## src/rtl/onn_ctrl_pkg.sv

```systemverilog
`default_nettype none
// ============================================================================
// Module      : onn_ctrl_pkg
// Description : Shared types and helpers for the oscillatory-network run
//               controller: FSM state encoding, default phase width and a
//               modular phase-difference function.
// Revision    : 1.0 - initial release
// ============================================================================
package onn_ctrl_pkg;

  typedef enum logic [2:0] {
    IDLE  = 3'd0,
    LOAD  = 3'd1,
    RUN   = 3'd2,
    CHECK = 3'd3,
    FIN   = 3'd4
  } state_e;

  localparam int PHI_W_DEF = 4;
  // Widest phase field the difference helper supports.
  localparam int PHI_MAX_W = 8;

  // Phase difference a-b. Callers keep only the low PHI_W bits, which is
  // exactly the modulo-2^PHI_W result because subtraction wraps cleanly.
  function automatic logic [PHI_MAX_W-1:0] phase_diff(
    input logic [PHI_MAX_W-1:0] a,
    input logic [PHI_MAX_W-1:0] b
  );
    return a - b;
  endfunction

endpackage
`default_nettype wire

```

## src/rtl/onn_stability_checker.sv

```systemverilog
`default_nettype none
// ============================================================================
// Module      : onn_stability_checker
// Description : Holds the phase snapshot from the previous CHECK, compares it
//               with the live bank phases and counts consecutive unchanged
//               periods. Raises 'stable' combinationally in the CHECK cycle
//               whose comparison brings the count to STABLE_PERIODS.
// Config      : ONN_RELPHASE_EN - compare/expose phases relative to neuron 0
//               (global rotation counts as stable). Undefined: absolute.
// Ports       : clk, rst_n      - clock, async active-low reset
//               clear           - drop snapshot and count (new run)
//               check           - one-cycle compare strobe
//               phi_in          - flattened bank phases
//               stable          - convergence reached in this check
//               phi_view        - phases as compared (abs or relative)
// Revision    : 1.0 - initial release
// ============================================================================
module onn_stability_checker
  import onn_ctrl_pkg::*;
#(
  parameter int N_NEURONS      = 15,
  parameter int PHI_W          = PHI_W_DEF,
  parameter int STABLE_PERIODS = 4
) (
  input  logic                       clk,
  input  logic                       rst_n,
  input  logic                       clear,
  input  logic                       check,
  input  logic [N_NEURONS*PHI_W-1:0] phi_in,
  output logic                       stable,
  output logic [N_NEURONS*PHI_W-1:0] phi_view
);

  localparam int VEC_W = N_NEURONS * PHI_W;
  localparam int CNT_W = $clog2(STABLE_PERIODS + 1);
  localparam logic [CNT_W-1:0] CNT_TARGET = CNT_W'(STABLE_PERIODS);

  logic [VEC_W-1:0] snap_q, snap_d;
  logic             snap_valid_q, snap_valid_d;
  logic [CNT_W-1:0] stable_cnt_q, stable_cnt_d;
  logic             equal;

`ifdef ONN_RELPHASE_EN
  for (genvar i = 0; i < N_NEURONS; i++) begin : g_rel
    logic [PHI_MAX_W-1:0] diff_full;
    assign diff_full = phase_diff(PHI_MAX_W'(phi_in[i*PHI_W +: PHI_W]),
                                  PHI_MAX_W'(phi_in[0 +: PHI_W]));
    assign phi_view[i*PHI_W +: PHI_W] = diff_full[PHI_W-1:0];
  end
`else
  assign phi_view = phi_in;
`endif

  // An invalid snapshot (first check of a run) never matches.
  assign equal = snap_valid_q && (phi_view == snap_q);

  always_comb begin
    snap_d       = snap_q;
    snap_valid_d = snap_valid_q;
    stable_cnt_d = stable_cnt_q;
    if (clear) begin
      snap_d       = '0;
      snap_valid_d = 1'b0;
      stable_cnt_d = '0;
    end else if (check) begin
      snap_d       = phi_view;
      snap_valid_d = 1'b1;
      if (equal) begin
        // Saturate so a long-stable pattern cannot wrap the count.
        stable_cnt_d = (stable_cnt_q == CNT_TARGET) ? stable_cnt_q
                                                    : stable_cnt_q + 1'b1;
      end else begin
        stable_cnt_d = '0;
      end
    end
  end

  assign stable = check && !clear && (stable_cnt_d == CNT_TARGET);

  always_ff @(posedge clk or negedge rst_n) begin
    if (!rst_n) begin
      snap_q       <= '0;
      snap_valid_q <= 1'b0;
      stable_cnt_q <= '0;
    end else begin
      snap_q       <= snap_d;
      snap_valid_q <= snap_valid_d;
      stable_cnt_q <= stable_cnt_d;
    end
  end

endmodule
`default_nettype wire

```

## src/rtl/onn_run_controller.sv

```systemverilog
`default_nettype none
// ============================================================================
// Module      : onn_run_controller
// Description : Sequences one relaxation of a serial-load oscillatory neuron
//               bank: serial pattern load, oscillation with period strobe,
//               stability/timeout detection and result latching.
// Config      : ONN_RELPHASE_EN - relative-phase comparison and result
//               (handled inside onn_stability_checker).
// Ports       : clk, rst_n   - clock, async active-low reset
//               start        - run request (ignored while busy / in FIN)
//               pattern      - initial state, bit i ends in neuron i
//               phi_in       - flattened bank phases
//               ser_bit      - serial data to chain head
//               ser_shift    - chain shift strobe
//               re           - run enable (RUN/CHECK)
//               full_tick    - one-cycle period strobe
//               busy, done   - run in progress / one-cycle end pulse
//               converged    - run ended by stability
//               result       - phases latched at run end
//               periods      - full_tick count, saturating at 255
// Revision    : 1.0 - initial release
// ============================================================================
module onn_run_controller
  import onn_ctrl_pkg::*;
#(
  parameter int N_NEURONS      = 15,
  parameter int PHI_W          = PHI_W_DEF,
  parameter int TICK_DIV       = 16,
  parameter int STABLE_PERIODS = 4,
  parameter int MAX_PERIODS    = 255
) (
  input  logic                       clk,
  input  logic                       rst_n,
  input  logic                       start,
  input  logic [N_NEURONS-1:0]       pattern,
  input  logic [N_NEURONS*PHI_W-1:0] phi_in,
  output logic                       ser_bit,
  output logic                       ser_shift,
  output logic                       re,
  output logic                       full_tick,
  output logic                       busy,
  output logic                       done,
  output logic                       converged,
  output logic [N_NEURONS*PHI_W-1:0] result,
  output logic [7:0]                 periods
);

  localparam int VEC_W  = N_NEURONS * PHI_W;
  localparam int LOAD_W = (N_NEURONS > 1) ? $clog2(N_NEURONS) : 1;
  localparam int TICK_W = $clog2(TICK_DIV);
  localparam logic [LOAD_W-1:0] LOAD_LAST  = LOAD_W'(N_NEURONS - 1);
  localparam logic [TICK_W-1:0] TICK_LAST  = TICK_W'(TICK_DIV - 1);
  localparam logic [7:0]        PERIOD_MAX = 8'(MAX_PERIODS);

  state_e              state_q, state_d;
  logic [N_NEURONS-1:0] shreg_q, shreg_d;
  logic [LOAD_W-1:0]   load_cnt_q, load_cnt_d;
  logic [TICK_W-1:0]   tick_cnt_q, tick_cnt_d;
  logic [7:0]          periods_q, periods_d;
  logic                converged_q, converged_d;
  logic [VEC_W-1:0]    result_q, result_d;

  logic                start_acc;
  logic                check_stb;
  logic                stable;
  logic [VEC_W-1:0]    phi_view;
  logic [TICK_W-1:0]   tick_inc;

  assign start_acc = (state_q == IDLE) && start;
  assign check_stb = (state_q == CHECK);
  // The period counter free-runs through RUN and CHECK so the CHECK cycle
  // does not stretch the oscillation period.
  assign tick_inc  = (tick_cnt_q == TICK_LAST) ? '0 : tick_cnt_q + 1'b1;

  onn_stability_checker #(
    .N_NEURONS      (N_NEURONS),
    .PHI_W          (PHI_W),
    .STABLE_PERIODS (STABLE_PERIODS)
  ) u_checker (
    .clk      (clk),
    .rst_n    (rst_n),
    .clear    (start_acc),
    .check    (check_stb),
    .phi_in   (phi_in),
    .stable   (stable),
    .phi_view (phi_view)
  );

  always_comb begin
    state_d     = state_q;
    shreg_d     = shreg_q;
    load_cnt_d  = load_cnt_q;
    tick_cnt_d  = tick_cnt_q;
    periods_d   = periods_q;
    converged_d = converged_q;
    result_d    = result_q;
    ser_shift   = 1'b0;
    re          = 1'b0;
    full_tick   = 1'b0;
    busy        = 1'b0;
    done        = 1'b0;

    case (state_q)
      IDLE: begin
        if (start) begin
          state_d     = LOAD;
          shreg_d     = pattern;
          load_cnt_d  = '0;
          tick_cnt_d  = '0;
          periods_d   = '0;
          converged_d = 1'b0;
          result_d    = '0;
        end
      end
      LOAD: begin
        busy       = 1'b1;
        ser_shift  = 1'b1;
        // MSB leaves first so that after N shifts bit i sits in neuron i.
        shreg_d    = shreg_q << 1;
        load_cnt_d = load_cnt_q + 1'b1;
        if (load_cnt_q == LOAD_LAST) begin
          state_d    = RUN;
          tick_cnt_d = '0;
        end
      end
      RUN: begin
        busy       = 1'b1;
        re         = 1'b1;
        tick_cnt_d = tick_inc;
        if (tick_cnt_q == TICK_LAST) begin
          full_tick = 1'b1;
          periods_d = (periods_q == 8'hFF) ? periods_q : periods_q + 8'd1;
          state_d   = CHECK;
        end
      end
      CHECK: begin
        busy       = 1'b1;
        re         = 1'b1;
        tick_cnt_d = tick_inc;
        // Convergence wins over a coincident timeout.
        if (stable) begin
          converged_d = 1'b1;
          state_d     = FIN;
        end else if (periods_q == PERIOD_MAX) begin
          converged_d = 1'b0;
          state_d     = FIN;
        end else begin
          state_d     = RUN;
        end
      end
      FIN: begin
        done     = 1'b1;
        result_d = phi_view;
        state_d  = IDLE;
      end
      default: begin
        state_d = IDLE;
      end
    endcase
  end

  assign ser_bit   = (state_q == LOAD) && shreg_q[N_NEURONS-1];
  assign converged = converged_q;
  assign result    = result_q;
  assign periods   = periods_q;

  always_ff @(posedge clk or negedge rst_n) begin
    if (!rst_n) begin
      state_q     <= IDLE;
      shreg_q     <= '0;
      load_cnt_q  <= '0;
      tick_cnt_q  <= '0;
      periods_q   <= '0;
      converged_q <= 1'b0;
      result_q    <= '0;
    end else begin
      state_q     <= state_d;
      shreg_q     <= shreg_d;
      load_cnt_q  <= load_cnt_d;
      tick_cnt_q  <= tick_cnt_d;
      periods_q   <= periods_d;
      converged_q <= converged_d;
      result_q    <= result_d;
    end
  end

endmodule
`default_nettype wire

```

## config.mk

```make
export PLATFORM = sky130hd
export DESIGN_NAME = onn_run_controller
export DESIGN_NICKNAME = d
export VERILOG_FILES = /design/src/rtl/onn_ctrl_pkg.sv /design/src/rtl/onn_stability_checker.sv /design/src/rtl/onn_run_controller.sv
export SDC_FILE = /design/constraint.sdc
export NUM_CORES = 1
export LEC_CHECK = 0
export CORE_MARGIN = 3
export CORE_UTILIZATION = 40
export CTS_BUF_LIST = sky130_fd_sc_hd__clkbuf_4
export DETAILED_ROUTE_END_ITERATION = 16
export GPL_TIMING_DRIVEN = 0
export PLACE_DENSITY = 0.66
export SLEW_MARGIN = 20
export SYNTH_ARGS = -nofsm -noshare
export SYNTH_HDL_FRONTEND = slang
export SYNTH_SLANG_ARGS = --single-unit
```

## constraint.sdc

```tcl
create_clock -name clk -period 2.5 [get_ports clk]
set_clock_uncertainty 0.1 [all_clocks]
set_input_delay 0.5 -clock clk [delete_from_list [all_inputs] [get_ports clk]]
set_output_delay 0.5 -clock clk [all_outputs]
set_load 0.005 [all_outputs]
```

-- Yosys cells after proc, flatten, opt, wreduce, memory -nomap -nowiden
Index checks and enable logic that the tools add are counted.
- output and inout port bits: 75
- logic and storage cells: 87
- bits in registers: 159
- bits of input ports: 78
- equality and inequality tests: 15
- add/sub/neg operators: 4
- multiplexer cells: 37
- reduce and logical (&&, ||, !) cells: 21
- operator list (operator ; count):
    60-bit 2-to-1 mux ; 3
    60-bit one-hot mux with 2 select lines ; 1
    60-bit equality test ; 1
    15-bit one-hot mux with 2 select lines ; 1
    3-bit 2-to-1 mux ; 9
    8-bit 2-to-1 mux ; 3
    8-bit one-hot mux with 2 select lines ; 1
    15-bit 2-to-1 mux ; 1
    4-bit 2-to-1 mux ; 3
    3-bit one-hot mux with 4 select lines ; 1
    4-bit one-hot mux with 3 select lines ; 1
    1-bit 2-to-1 mux ; 11
    2-bit nonzero test ; 5
    3-bit equality test (second input constant) ; 3
    3-bit AND reduction ; 3
    4-bit by 1-bit adder with 4-bit output (second input constant) ; 2
    8-bit by 1-bit adder with 8-bit output (second input constant) ; 1
    4-bit equality test (second input constant) ; 2
    8-bit equality test (second input constant) ; 1
    2-bit inequality test (second input constant) ; 4
    4-bit one-hot mux with 2 select lines ; 1
    3-bit by 2-bit equality test with 1-bit output (second input constant) ; 2
    1-bit logical AND ; 5
    2-bit AND reduction ; 2
    other kinds (10) ; 10

-- Longest topological paths before layout
- depth in word-level cells: 9
- mapped depth: 8
- gate-level depth less buffers: 7

-- Modules after synthesis
Synthesis repeated with hierarchy kept, for this count alone.
- cell total of the unflattened synthesis: 705
- area, all modules: 7741.2 um2
- by module, submodules not included (module ; cells an instance ; area an instance (um2) ; instances):
    onn_run_controller ; 320 ; 3892.5 ; 1
    onn_stability_checker ; 385 ; 3848.7 ; 1

-- Least setup slack after synthesis
Ideal clock, no wire load.
- path type: reg2out
- from: register state_q[2]
- to: output port ser_bit
- stages on the path, launching flop included: 6
- arrival time: 1253 ps
- buffers on the path: 2
- required time: 1900 ps
- slack: 647 ps
- cells stage by stage: dfrtp_1 buf_2 or3_1 buf_2 inv_2 and2_1
- cells in the longest elaborated chain, start to end: 2
- ends and longest elaborated chain (element ; line ; RTL):
    start, declared ; onn_run_controller.sv:55 ; state_e state_q, state_d;
    start signal, assigned ; onn_run_controller.sv:177 ; state_q <= state_d;
    3-bit by 1-bit equality test with 1-bit output ; onn_run_controller.sv:162 ; assign ser_bit = (state_q == LOAD) && shreg_q[N_NEURONS-1];
    1-bit logical AND ; onn_run_controller.sv:162 ;
    end, declared ; onn_run_controller.sv:37 ; output logic ser_bit,
Every way passes these cells.

-- Final worst setup path
- from: register state_q[2]
- to: output port re
- cells in the longest elaborated chain, start to end: 3
- elaborated cells between the ends (all ways): 4
- ends and longest elaborated chain (element ; line ; RTL):
    3-bit by 2-bit equality test with 1-bit output ; onn_run_controller.sv:103 ; case (state_q)
    2-bit OR reduction (no line) * ; n/a ;
    1-bit 2-to-1 mux * ; onn_run_controller.sv:103 ;
    end, declared ; onn_run_controller.sv:39 ; output logic re,
Every way passes the cells marked *; elsewhere a longest branch is shown, timed or not.

==> out/qor.yml <==
finish:
  seqCellArea_mm2: 0.00398
  layout_commonest_cell: "dfrtp_1"
  multi_input_area_mm2: 0.00264
  finalNetCount: 829
  fill_cells: 1435
  layout_common_cells: "159 x dfrtp_1, 145 x clkdlybuf4s50_1, 123 x a22o_1"
  area_growth_pct: 33.6
  drive_gt1_share_pct: 11.9
  final_area_mm2: 0.00907
power:
  p_per_area_mw_per_mm2: 861
  vdd_drop_max_v: 0.000349
  leakage_nw: 3.93
route:
  ant_nets: 0
  totalWireLength_um: 18700
  drtIter0Drc: 371
  vias_per_cell: 5.50
  wl_per_cell_um: 19.1
  drc: 0
  num_vias: 5384
  drtPass1Iterations: 5
global_routing:
  grt.total_usage_pct: 20.5
  grt_remaining_overflow: 0
  grt_use_met3_pct: 4.37
  grt_use_met1_pct: 28.1
  grt_use_met2_pct: 31.9
  antenna_found_initial: 1
  grt_pass1_vias: 5442
  grt_pass1_wl_um: 29100
  busiest_layer: "met2"
  grt_max_degree: 89
cts:
  cts_buffer_depth: 2
  cts-root-buf: "clkbuf_4"
  clk_latency_ns: 0.58
  cts.sinks: 159
  cts_buffers: 17
  htreeDepth: 4
  clk_pin_slew_ns: 0.15
  cts_tree: "done"
synth:
  ys_top_cells_by_area: "dfrtp_1 59%, a22o_1 16%, xnor2_1 8.4%, nor2_1 2.5%, nand4_1 1.7%"
  synth_area_per_cell_um2: 12.1
  synthCells: 560
  yosysSeqAreaShare_pct: 58.6
  synth_fp_nets: 644
  yosysTopAreaCellShare_pct: 58.6
  netlist-cell-type-count: 41
  syn_area_mm2: 0.00679
  synth-main-ff-cell: "dfrtp_1"
  synth_top_cell_by_area: "dfrtp_1"
  synth-edff-count: 0
  ys_async_sr_fraction_pct: 100
  ys_warn_count: 0
  synth_seq_cells: 159
placed_design:
  pre_cts_ws_ns: -0.504
  place_area_mm2: 0.00862
  gp_congestion: 0.831
  port_buffers: 152
  place_hpwl_um: 13400
timing:
  min_period_ns: 2.42
  tightest_slew_ns: 0.580
  setup_viol: 0
  slew_viol_final: 0
  tns_ns: 0
  hold_viol_final: 0
  final.setup.worst_slack_ns: 0.0769
  fmax_ghz: 0.413
  max-slew-margin-rel_pct: 61.3
  holdWs_ns: 0.318
  post-route-period-util_pct: 96.9
worst_setup_path:
  start_kind: "register"
  r2r_slack_ns: 0.20
  required_ns: 1.90
  endpoint_kind: "primary output"
  criticalPathCategory: "reg2out"
  crit_arrival_ns: 1.82
  crit_fanout: 6
floorplanning:
  start_util_pct: 40.9
  fp.dieH_um: 136
  dieArea_mm2: 0.0186
  ioPinCount: 153
  die_w_um: 136
  rows: 47
  fp.coreArea_mm2: 0.0166
worst_hold_path:
  hold_class: "in2async"
outcome:
  status: "finished, final reports clean"
run:
  maxCapViolations: 0
==> worst max-delay path: stages, from the launching register on <==
cell           delay [ns]
dfrtp_1              0.42
buf_6                0.13
buf_4                0.14
buf_4                0.14
nor2_4               0.16
dlygate4sd2_1        0.26
==> per-stage QoR <==
step	power (mW)	utilization [%]	instances
after floorplan	5.24	-	560
after global placement	6.01	51.8	932
after detailed placement	6.12	52.0	933
after CTS	7.86	54.6	977
after global routing	8.31	54.7	979
final	7.81	54.7	979
==> synth_stat cells, types with 6 or more instances <==
| master | instances |
|---|---|
| a21oi_1 | 8 |
| a22o_1 | 123 |
| buf_2 | 18 |
| clkbuf_1 | 13 |
| dfrtp_1 | 159 |
| ha_1 | 6 |
| nand2_1 | 22 |
| nand3_1 | 11 |
| nand4_1 | 18 |
| nor2_1 | 45 |
| o21ai_0 | 12 |
| o22ai_1 | 15 |
| xnor2_1 | 65 |
==> area by class of cell <==
cell class	instances	area share (%)
Antenna cell	1	0.0276
Buffer	33	2.07
Clock buffer	18	1.49
Clock inverter	14	1.71
Inverter	8	0.414
Multi-Input combinational cell	358	29.1
Sequential cell	159	43.9
Tap cell	220	3.03
Timing Repair Buffer	168	18.3
==> flip-flops by register name (all words and copies together) (netlist names) <==
name / count
result: 60
u_checker.snap_q: 60
shreg_q: 15
periods: 8
load_cnt_q: 4
tick_cnt_q: 4
state_q: 3
u_checker.stable_cnt_q: 3
converged: 1
u_checker.snap_valid_q: 1
==> cell families (layout without fill, tap and decap cells) <==
logic type,after synthesis,after routing,synth area share [%]
and+or+nand+nor,119,119,8.86
xor gates and xnor gates,65,65,8.38
AOI/OAI and AO/OA,168,168,20.0
DFF,159,159,58.6
other,0,1,0
buffers and inverters,43,241,3.06
adders and majority gates,6,6,1.11
==> power by group <==
group	internal (mW)	switching (mW)	leakage (nW)
registers	3.14	0.408	2.13
clock network	0.620	0.982	0.156
logic	1.26	1.39	1.64
==> path summary, 6_finish.rpt <==
| kind | from | end | depth (start not counted) |
|---|---|---|---|
| worst max-delay path | state_q[2]$_DFFE_PN0P_ | re | 5 |
| max in group asynchronous | rst_n | u_checker.snap_q[55]$_DFFE_PN0P_ | 3 |
| min in group clk | result[52]$_DFFE_PN0P_ | result[52]$_DFFE_PN0P_ | 1 |
| worst min-delay path | rst_n | result[27]$_DFFE_PN0P_ | 2 |
| worst min register to register | result[52]$_DFFE_PN0P_ | result[52]$_DFFE_PN0P_ | 1 |
| worst max register to register | u_checker.snap_q[44]$_DFFE_PN0P_ | state_q[1]$_DFFE_PN0P_ | 6 |
==> routing by layer <==
metal / up-vias / wire length, µm
met1: 2768 / 8410
met5: - / 0
li1: 2435 / -
met3: 25 / 959
met2: 156 / 8990
met4: 0 / 384
==> repair_timing <==
action	in CTS	in global routing
buffers inserted	12	2
gates cloned	0	0
endpoints found under the hold margin	71	0
hold buffers	1	0
endpoints found under the setup margin	6	2
pin swaps	1	2
gates resized for setup	31	1
Power figures use the tool's default switching activity.
